File: config.mk
export PLATFORM = sky130hd
export DESIGN_NAME = id_ex_register
export DESIGN_NICKNAME = d
export VERILOG_FILES = /design/src/rtl/id_ex_register_pkg.sv /design/src/rtl/id_ex_register_decode.sv /design/src/rtl/id_ex_register.sv
export SDC_FILE = /design/constraint.sdc
export NUM_CORES = 1
export LEC_CHECK = 0
export BUFFER_PORTS_ARGS = -buffer_cell sky130_fd_sc_hd__buf_2
export CAP_MARGIN = 30
export CORE_AREA = 3 3 214 216
export DETAILED_ROUTE_END_ITERATION = 6
export DIE_AREA = 0 0 217 219
export HOLD_SLACK_MARGIN = 0.05
export PLACE_DENSITY = 0.55
export SETUP_SLACK_MARGIN = 0.1
export SKIP_LAST_GASP = 1
export SYNTH_ARGS = -nofsm -noshare
export SYNTH_HDL_FRONTEND = slang
export SYNTH_SLANG_ARGS = --single-unit
File: constraint.sdc
create_clock -name clk -period 2.75 [get_ports clk]
set_clock_uncertainty 0.1 [all_clocks]
set_input_delay 0.6875 -clock clk [delete_from_list [all_inputs] [get_ports clk]]
set_output_delay 0.6875 -clock clk [all_outputs]
set_load 0.01 [all_outputs]
File: src/rtl/id_ex_register_pkg.sv
// rtl/id_ex_register_pkg.sv - shared ALU, shift-direction and opcode encodings for the ID/EX stage
package id_ex_register_pkg;

   typedef enum logic [3:0] {
      ALU_ADD  = 4'd0,
      ALU_SUB  = 4'd1,
      ALU_AND  = 4'd2,
      ALU_OR   = 4'd3,
      ALU_XOR  = 4'd4,
      ALU_SLL  = 4'd5,
      ALU_SRL  = 4'd6,
      ALU_SRA  = 4'd7,
      ALU_SLT  = 4'd8,
      ALU_SLTU = 4'd9
   } alu_op_e;

   localparam logic [1:0] SHIFT_LEFT          = 2'b00;
   localparam logic [1:0] SHIFT_RIGHT_LOGICAL = 2'b01;
   localparam logic [1:0] SHIFT_RIGHT_ARITH   = 2'b11;

   localparam logic [6:0] OPC_OP_IMM = 7'b0010011;
   localparam logic [6:0] OPC_LOAD   = 7'b0000011;
   localparam logic [6:0] OPC_STORE  = 7'b0100011;
   localparam logic [6:0] OPC_OP     = 7'b0110011;
   localparam logic [6:0] OPC_BRANCH = 7'b1100011;

   // SLL and every non-shift op share the LEFT code
   function automatic logic [1:0] shift_dir_of(input alu_op_e op);
      case (op)
         ALU_SRL: shift_dir_of = SHIFT_RIGHT_LOGICAL;
         ALU_SRA: shift_dir_of = SHIFT_RIGHT_ARITH;
         default: shift_dir_of = SHIFT_LEFT;
      endcase
   endfunction

endpackage

File: src/rtl/id_ex_register_decode.sv
// rtl/id_ex_register_decode.sv - combinational execute-control decode feeding the ID/EX register
module ex_decode
   import id_ex_register_pkg::*;
(
   input  logic        valid,
   input  logic [6:0]  opcode,
   input  logic [2:0]  funct3,
   input  logic        funct7_5,
   input  logic [4:0]  rd,
   input  logic [63:0] rs2_data,
   input  logic [63:0] imm,
   output logic [63:0] op_b,
   output logic [3:0]  alu_op,
   output logic [1:0]  shift_dir,
   output logic        reg_write,
   output logic        mem_read,
   output logic        mem_write,
   output logic        branch,
   output logic        illegal
);

   alu_op_e op;
   logic    is_op;

   always_comb begin
      op        = ALU_ADD;
      op_b      = imm;
      reg_write = 1'b0;
      mem_read  = 1'b0;
      mem_write = 1'b0;
      branch    = 1'b0;
      illegal   = 1'b0;
      is_op     = (opcode == OPC_OP);
      case (opcode)
         OPC_OP, OPC_OP_IMM: begin
            op_b      = is_op ? rs2_data : imm;
            reg_write = (rd != 5'd0);
            // funct7[5] picks SUB only for register ops; for OP-IMM it is immediate bits
            case (funct3)
               3'b000:  op = (is_op && funct7_5) ? ALU_SUB : ALU_ADD;
               3'b001:  op = ALU_SLL;
               3'b010:  op = ALU_SLT;
               3'b011:  op = ALU_SLTU;
               3'b100:  op = ALU_XOR;
               3'b101:  op = funct7_5 ? ALU_SRA : ALU_SRL;
               3'b110:  op = ALU_OR;
               default: op = ALU_AND;
            endcase
         end
         OPC_LOAD: begin
            mem_read  = 1'b1;
            reg_write = (rd != 5'd0);
         end
         OPC_STORE: mem_write = 1'b1;
         OPC_BRANCH: begin
            op     = ALU_SUB;
            op_b   = rs2_data;
            branch = 1'b1;
         end
         default: illegal = valid;
      endcase
      alu_op    = op;
      shift_dir = shift_dir_of(op);
   end

endmodule

File: src/rtl/id_ex_register.sv
// rtl/id_ex_register.sv - ID/EX pipeline register with stall, flush bubble and illegal-opcode flag
module id_ex_register
   import id_ex_register_pkg::*;
(
   input  logic        clk,
   input  logic        reset,
   input  logic        stall,
   input  logic        flush,
   input  logic        valid_in,
   input  logic [63:0] pc_in,
   input  logic [63:0] rs1_data_in,
   input  logic [63:0] rs2_data_in,
   input  logic [63:0] imm_in,
   input  logic [4:0]  rd_in,
   input  logic [6:0]  opcode_in,
   input  logic [2:0]  funct3_in,
   input  logic [6:0]  funct7_in,
   output logic        valid_out,
   output logic [63:0] pc_out,
   output logic [63:0] op_a_out,
   output logic [63:0] op_b_out,
   output logic [63:0] store_data_out,
   output logic [4:0]  rd_out,
   output logic [3:0]  alu_op_out,
   output logic [1:0]  shift_dir_out,
   output logic        reg_write_out,
   output logic        mem_read_out,
   output logic        mem_write_out,
   output logic        branch_out,
   output logic        illegal_out
);

   logic [63:0] dec_op_b;
   logic [3:0]  dec_alu_op;
   logic [1:0]  dec_shift_dir;
   logic        dec_reg_write;
   logic        dec_mem_read;
   logic        dec_mem_write;
   logic        dec_branch;
   logic        dec_illegal;
   logic        unused_funct7;

   assign unused_funct7 = ^{funct7_in[6], funct7_in[4:0]};

   ex_decode u_decode (
      .valid     (valid_in),
      .opcode    (opcode_in),
      .funct3    (funct3_in),
      .funct7_5  (funct7_in[5]),
      .rd        (rd_in),
      .rs2_data  (rs2_data_in),
      .imm       (imm_in),
      .op_b      (dec_op_b),
      .alu_op    (dec_alu_op),
      .shift_dir (dec_shift_dir),
      .reg_write (dec_reg_write),
      .mem_read  (dec_mem_read),
      .mem_write (dec_mem_write),
      .branch    (dec_branch),
      .illegal   (dec_illegal)
   );

   // Bubbles clear only valid and control; data registers keep their contents
   always_ff @(posedge clk) begin
      if (reset) begin
         valid_out      <= 1'b0;
         pc_out         <= '0;
         op_a_out       <= '0;
         op_b_out       <= '0;
         store_data_out <= '0;
         rd_out         <= '0;
         alu_op_out     <= ALU_ADD;
         shift_dir_out  <= SHIFT_LEFT;
         reg_write_out  <= 1'b0;
         mem_read_out   <= 1'b0;
         mem_write_out  <= 1'b0;
         branch_out     <= 1'b0;
         illegal_out    <= 1'b0;
      end else if (flush || (!stall && (!valid_in || dec_illegal))) begin
         valid_out      <= 1'b0;
         alu_op_out     <= ALU_ADD;
         shift_dir_out  <= SHIFT_LEFT;
         reg_write_out  <= 1'b0;
         mem_read_out   <= 1'b0;
         mem_write_out  <= 1'b0;
         branch_out     <= 1'b0;
         illegal_out    <= !flush && dec_illegal;
      end else if (!stall) begin
         valid_out      <= 1'b1;
         pc_out         <= pc_in;
         op_a_out       <= rs1_data_in;
         op_b_out       <= dec_op_b;
         store_data_out <= rs2_data_in;
         rd_out         <= rd_in;
         alu_op_out     <= dec_alu_op;
         shift_dir_out  <= dec_shift_dir;
         reg_write_out  <= dec_reg_write;
         mem_read_out   <= dec_mem_read;
         mem_write_out  <= dec_mem_write;
         branch_out     <= dec_branch;
         illegal_out    <= 1'b0;
      end
   end

endmodule

==> flow_results.xml <==
<?xml version="1.0" encoding="UTF-8"?>
<metrics>
  <group name="layout">
    <metric name="areaGrowthSynthToFinish" unit="%">42.2</metric>
    <metric name="layout.filler_cells" unit="">4721</metric>
    <metric name="post-route-util" unit="">0.331</metric>
    <metric name="final_cell_area" unit="sq um">14600</metric>
    <metric name="finalNetCount" unit="">2012</metric>
    <metric name="share_of_layout_cells_above_drive_strength_1" unit="">0.365</metric>
    <metric name="most-common-layout-cells" unit="">buf_2 (548), nand2_1 (401), dfxtp_1 (273)</metric>
    <metric name="mostFrequentLayoutCell" unit="">buf_2</metric>
  </group>
  <group name="worst_setup_path">
    <metric name="cpPeakStageDelay" unit="ps">430</metric>
    <metric name="timing.reg2reg.worst_path_depth" unit="">2</metric>
    <metric name="required" unit="ps">3110</metric>
    <metric name="r2r_slack" unit="ps">1860</metric>
    <metric name="critical_path.startpoint_type" unit="">primary input</metric>
    <metric name="timing.critical_path.arrival" unit="ps">2380</metric>
    <metric name="crit_path_end_kind" unit="">flip-flop</metric>
    <metric name="timing.rr.start" unit="">op_b_out[55]$_SDFFE_PP0P_</metric>
    <metric name="crit_type" unit="">primary input to flip-flop</metric>
    <metric name="critPathSlowestCell" unit="">a2111oi_4</metric>
    <metric name="worst_r2r_endpoint" unit="">op_b_out[55]$_SDFFE_PP0P_</metric>
    <metric name="worstPathCellList" unit="">buf_2, nand2b_4, a2111oi_4, buf_12, buf_4, nor2_1, a211oi_1</metric>
    <metric name="maximum_fanout_along_the_worst_path" unit="">34</metric>
  </group>
  <group name="die">
    <metric name="core_area" unit="sq um">44100</metric>
    <metric name="num_io_pins" unit="">556</metric>
    <metric name="die-area" unit="sq um">47500</metric>
    <metric name="start_util" unit="">0.233</metric>
    <metric name="placement_rows" unit="">77</metric>
    <metric name="dieWidth" unit="um">217</metric>
    <metric name="die_y" unit="um">219</metric>
  </group>
  <group name="placed_design">
    <metric name="detailed_place.area" unit="sq um">13600</metric>
    <metric name="hpwlAfterDp" unit="mm">27.4</metric>
    <metric name="port_buffers" unit="">549</metric>
    <metric name="place_congestion" unit="">0.898</metric>
  </group>
  <group name="timing">
    <metric name="post-route-period-util" unit="">0.737</metric>
    <metric name="final.setup.tns" unit="ps">0</metric>
    <metric name="slew_limit_headroom" unit="">0.419</metric>
    <metric name="hold-worst-slack" unit="ps">265</metric>
    <metric name="final-max-slew-violation-count" unit="">0</metric>
    <metric name="timing_hold_violations_final" unit="">0</metric>
    <metric name="setup_violations" unit="">0</metric>
    <metric name="max_clock_freq" unit="MHz">494</metric>
    <metric name="tightest_slew" unit="ps">872</metric>
    <metric name="grt_setup_unrepaired" unit="">false</metric>
    <metric name="minimum_period_implied_by_the_final_worst_setup_slack" unit="ps">2030</metric>
  </group>
  <group name="hold_path">
    <metric name="hold_path_end" unit="">pc_out[45]$_SDFFE_PP0P_</metric>
    <metric name="hold_path_startpoint" unit="">pc_in[45]</metric>
    <metric name="hold_crit_depth" unit="">3</metric>
    <metric name="worst_hold_path_type" unit="">primary input to flip-flop</metric>
  </group>
  <group name="routing">
    <metric name="detail-route-antenna-nets" unit="">0</metric>
    <metric name="wl" unit="mm">37.1</metric>
    <metric name="dr_total_vias" unit="">10200</metric>
    <metric name="drc" unit="">0</metric>
    <metric name="drt-pass1-iter-count" unit="">4</metric>
    <metric name="viasPerCell" unit="">4.35</metric>
    <metric name="dr.first_iter.drc_count" unit="">474</metric>
    <metric name="avgRoutedWirePerCell" unit="um">15.8</metric>
  </group>
  <group name="run_status">
    <metric name="run_status" unit="">finished clean</metric>
  </group>
  <group name="logic_synthesis">
    <metric name="register_bit_count_reported_by_yosys" unit="">273</metric>
    <metric name="synth_nets" unit="">1493</metric>
    <metric name="syn_avg_cell_area" unit="sq um">8.48</metric>
    <metric name="synth_area" unit="sq um">10300</metric>
    <metric name="synth_seq_area_share" unit="">0.533</metric>
    <metric name="yosys_warnings" unit="">0</metric>
    <metric name="postSynthCellCount" unit="">1210</metric>
    <metric name="post_synth_num_cell_types" unit="">36</metric>
  </group>
  <group name="clock_tree">
    <metric name="clkLatencyLatePin" unit="ps">550</metric>
    <metric name="cts-htree-levels" unit="">1</metric>
    <metric name="tritoncts" unit="">yes</metric>
    <metric name="root_buffer" unit="">clkbuf_16</metric>
    <metric name="cts-buffers-inserted" unit="">30</metric>
    <metric name="clockBufferDepth" unit="">3</metric>
    <metric name="post_cts_buffers" unit="">0</metric>
    <metric name="ctsHoldBuffers" unit="">0</metric>
    <metric name="post_cts_resized" unit="">0</metric>
    <metric name="tritoncts_num_sinks" unit="">273</metric>
    <metric name="clk_pin_slew_worst_paths" unit="ps">70</metric>
  </group>
  <group name="run">
    <metric name="number_of_maximum_capacitance_violations" unit="">0</metric>
  </group>
  <group name="global_route">
    <metric name="global_route_wire_length_before_repair" unit="mm">54.4</metric>
    <metric name="first_global_vias" unit="">9539</metric>
    <metric name="overflow" unit="">0</metric>
    <metric name="groute.usage.overall" unit="">0.143</metric>
    <metric name="number_of_antenna_violations_at_the_first_check_in_global_routing" unit="">1</metric>
    <metric name="grt_max_degree" unit="">147</metric>
  </group>
  <group name="power">
    <metric name="total_leakage_power" unit="uW">0.00671</metric>
    <metric name="power_density" unit="nW/um^2">584</metric>
    <metric name="power.ir.vdd_worst" unit="mV">0.461</metric>
  </group>
</metrics>
## state kept, by name, indices dropped and copies added, names as in the netlist
register / cells
op_a_out: 64
op_b_out: 64
pc_out: 64
store_data_out: 64
rd_out: 5
alu_op_out: 4
shift_dir_out: 2
branch_out: 1
illegal_out: 1
mem_read_out: 1
mem_write_out: 1
reg_write_out: 1
valid_out: 1
## critical path: cells and delay by family
family | cells | cell delay [ps]
AO/OA/AOI/OAI | 2 | 640
buffers and inverters | 3 | 770
AND/OR/NAND/NOR | 2 | 260
## how the worst max path moves through the flow
| stage | slack, ps | from | endpoint |
|---|---|---|---|
| 2_1_floorplan | 580 | stall | op_a_out[55]$_SDFFE_PP0P_ |
| 4_1_cts | 720 | opcode_in[3] | op_b_out[2]$_SDFFE_PP0P_ |
| 3_3_place_gp | 100 | opcode_in[3] | op_b_out[2]$_SDFFE_PP0P_ |
| 3_5_place_dp | 120 | opcode_in[3] | op_b_out[2]$_SDFFE_PP0P_ |
| 5_1_grt | 640 | opcode_in[4] | op_b_out[59]$_SDFFE_PP0P_ |
| 6_report | 720 | opcode_in[4] | op_b_out[59]$_SDFFE_PP0P_ |
## layer usage
| metal | part of all wire | track usage | routed length (um) | vias to the layer above |
|---|---|---|---|---|
| met4 | 0.030 | 0.0520 | 1130 | 0 |
| met3 | 0.087 | 0.0426 | 3220 | 58 |
| li1 | - | - | - | 5081 |
| met5 | 0 | 0 | 0 | - |
| met1 | 0.41 | 0.170 | 15100 | 4678 |
| met2 | 0.48 | 0.245 | 17700 | 399 |
## area by class of cell
type	instances	area [sq um]	area share
timing repair buffer	586	3150	0.216
clock buffer	46	912	0.0625
multi-input combinational	836	4210	0.288
clock inverter	10	108	0.00737
inverter	2	7.51	0.000514
sequential	273	5470	0.374
antenna	2	5.00	0.000343
tap	592	741	0.0508
## where the power goes
| group | internal, uW | leakage (uW) | switching (uW) |
|---|---|---|---|
| clock network | 2470 | 0.000509 | 1650 |
| registers | 3970 | 0.00220 | 7.07 |
| logic | 209 | 0.00400 | 226 |
| total | 6640 | 0.00671 | 1880 |
## synth_stat cells (all sizes together)
| cell type | number | area, sq um |
|---|---|---|
| nand2 | 401 | 1510 |
| dfxtp | 273 | 5470 |
| a21oi | 205 | 1030 |
| nor2 | 68 | 255 |
| buf | 65 | 464 |
| a211oi | 64 | 480 |
| mux2i | 64 | 641 |
| clkbuf | 34 | 128 |
| a22oi | 3 | 22.5 |
| nand2b | 3 | 33.8 |
| nand3 | 3 | 15.0 |
| and2 | 2 | 12.5 |
| inv | 2 | 7.51 |
| nand3b | 2 | 15.0 |
| nand4b | 2 | 17.5 |
| nand4bb | 2 | 22.5 |
| nor2b | 2 | 12.5 |
| o2111ai | 2 | 17.5 |
| a2111o | 1 | 11.3 |
| a2111oi | 1 | 27.5 |
| a31oi | 1 | 6.26 |
| a41oi | 1 | 8.76 |
| nand4 | 1 | 6.26 |
| nor3 | 1 | 5.00 |
| nor4bb | 1 | 10.0 |
| o211ai | 1 | 7.51 |
| o21ai | 1 | 5.00 |
| o31ai | 1 | 7.51 |
| o41ai | 1 | 8.76 |
| or4 | 1 | 7.51 |
| xor2 | 1 | 8.76 |
## cells by family (layout without fill, tap and decap cells)
family,count (synthesis),count (layout),share of synthesized area
flip-flops,273,273,0.533
multiplexers,64,64,0.0624
other,0,2,0
XOR/XNOR,1,1,0.000854
buffers and inverters,101,644,0.0584
AO/OA/AOI/OAI,282,282,0.159
AND/OR/NAND/NOR,489,489,0.187
## metrics by stage
step	instances	worst slack [ps]	total power, uW
after floorplan	1210	582	4220
after global placement	2289	103	4500
after detailed placement	2289	115	4500
after CTS	2345	717	8660
after global routing	2346	639	8870
final	2347	724	8520
Note: power is estimated with default switching activity, not from simulation.
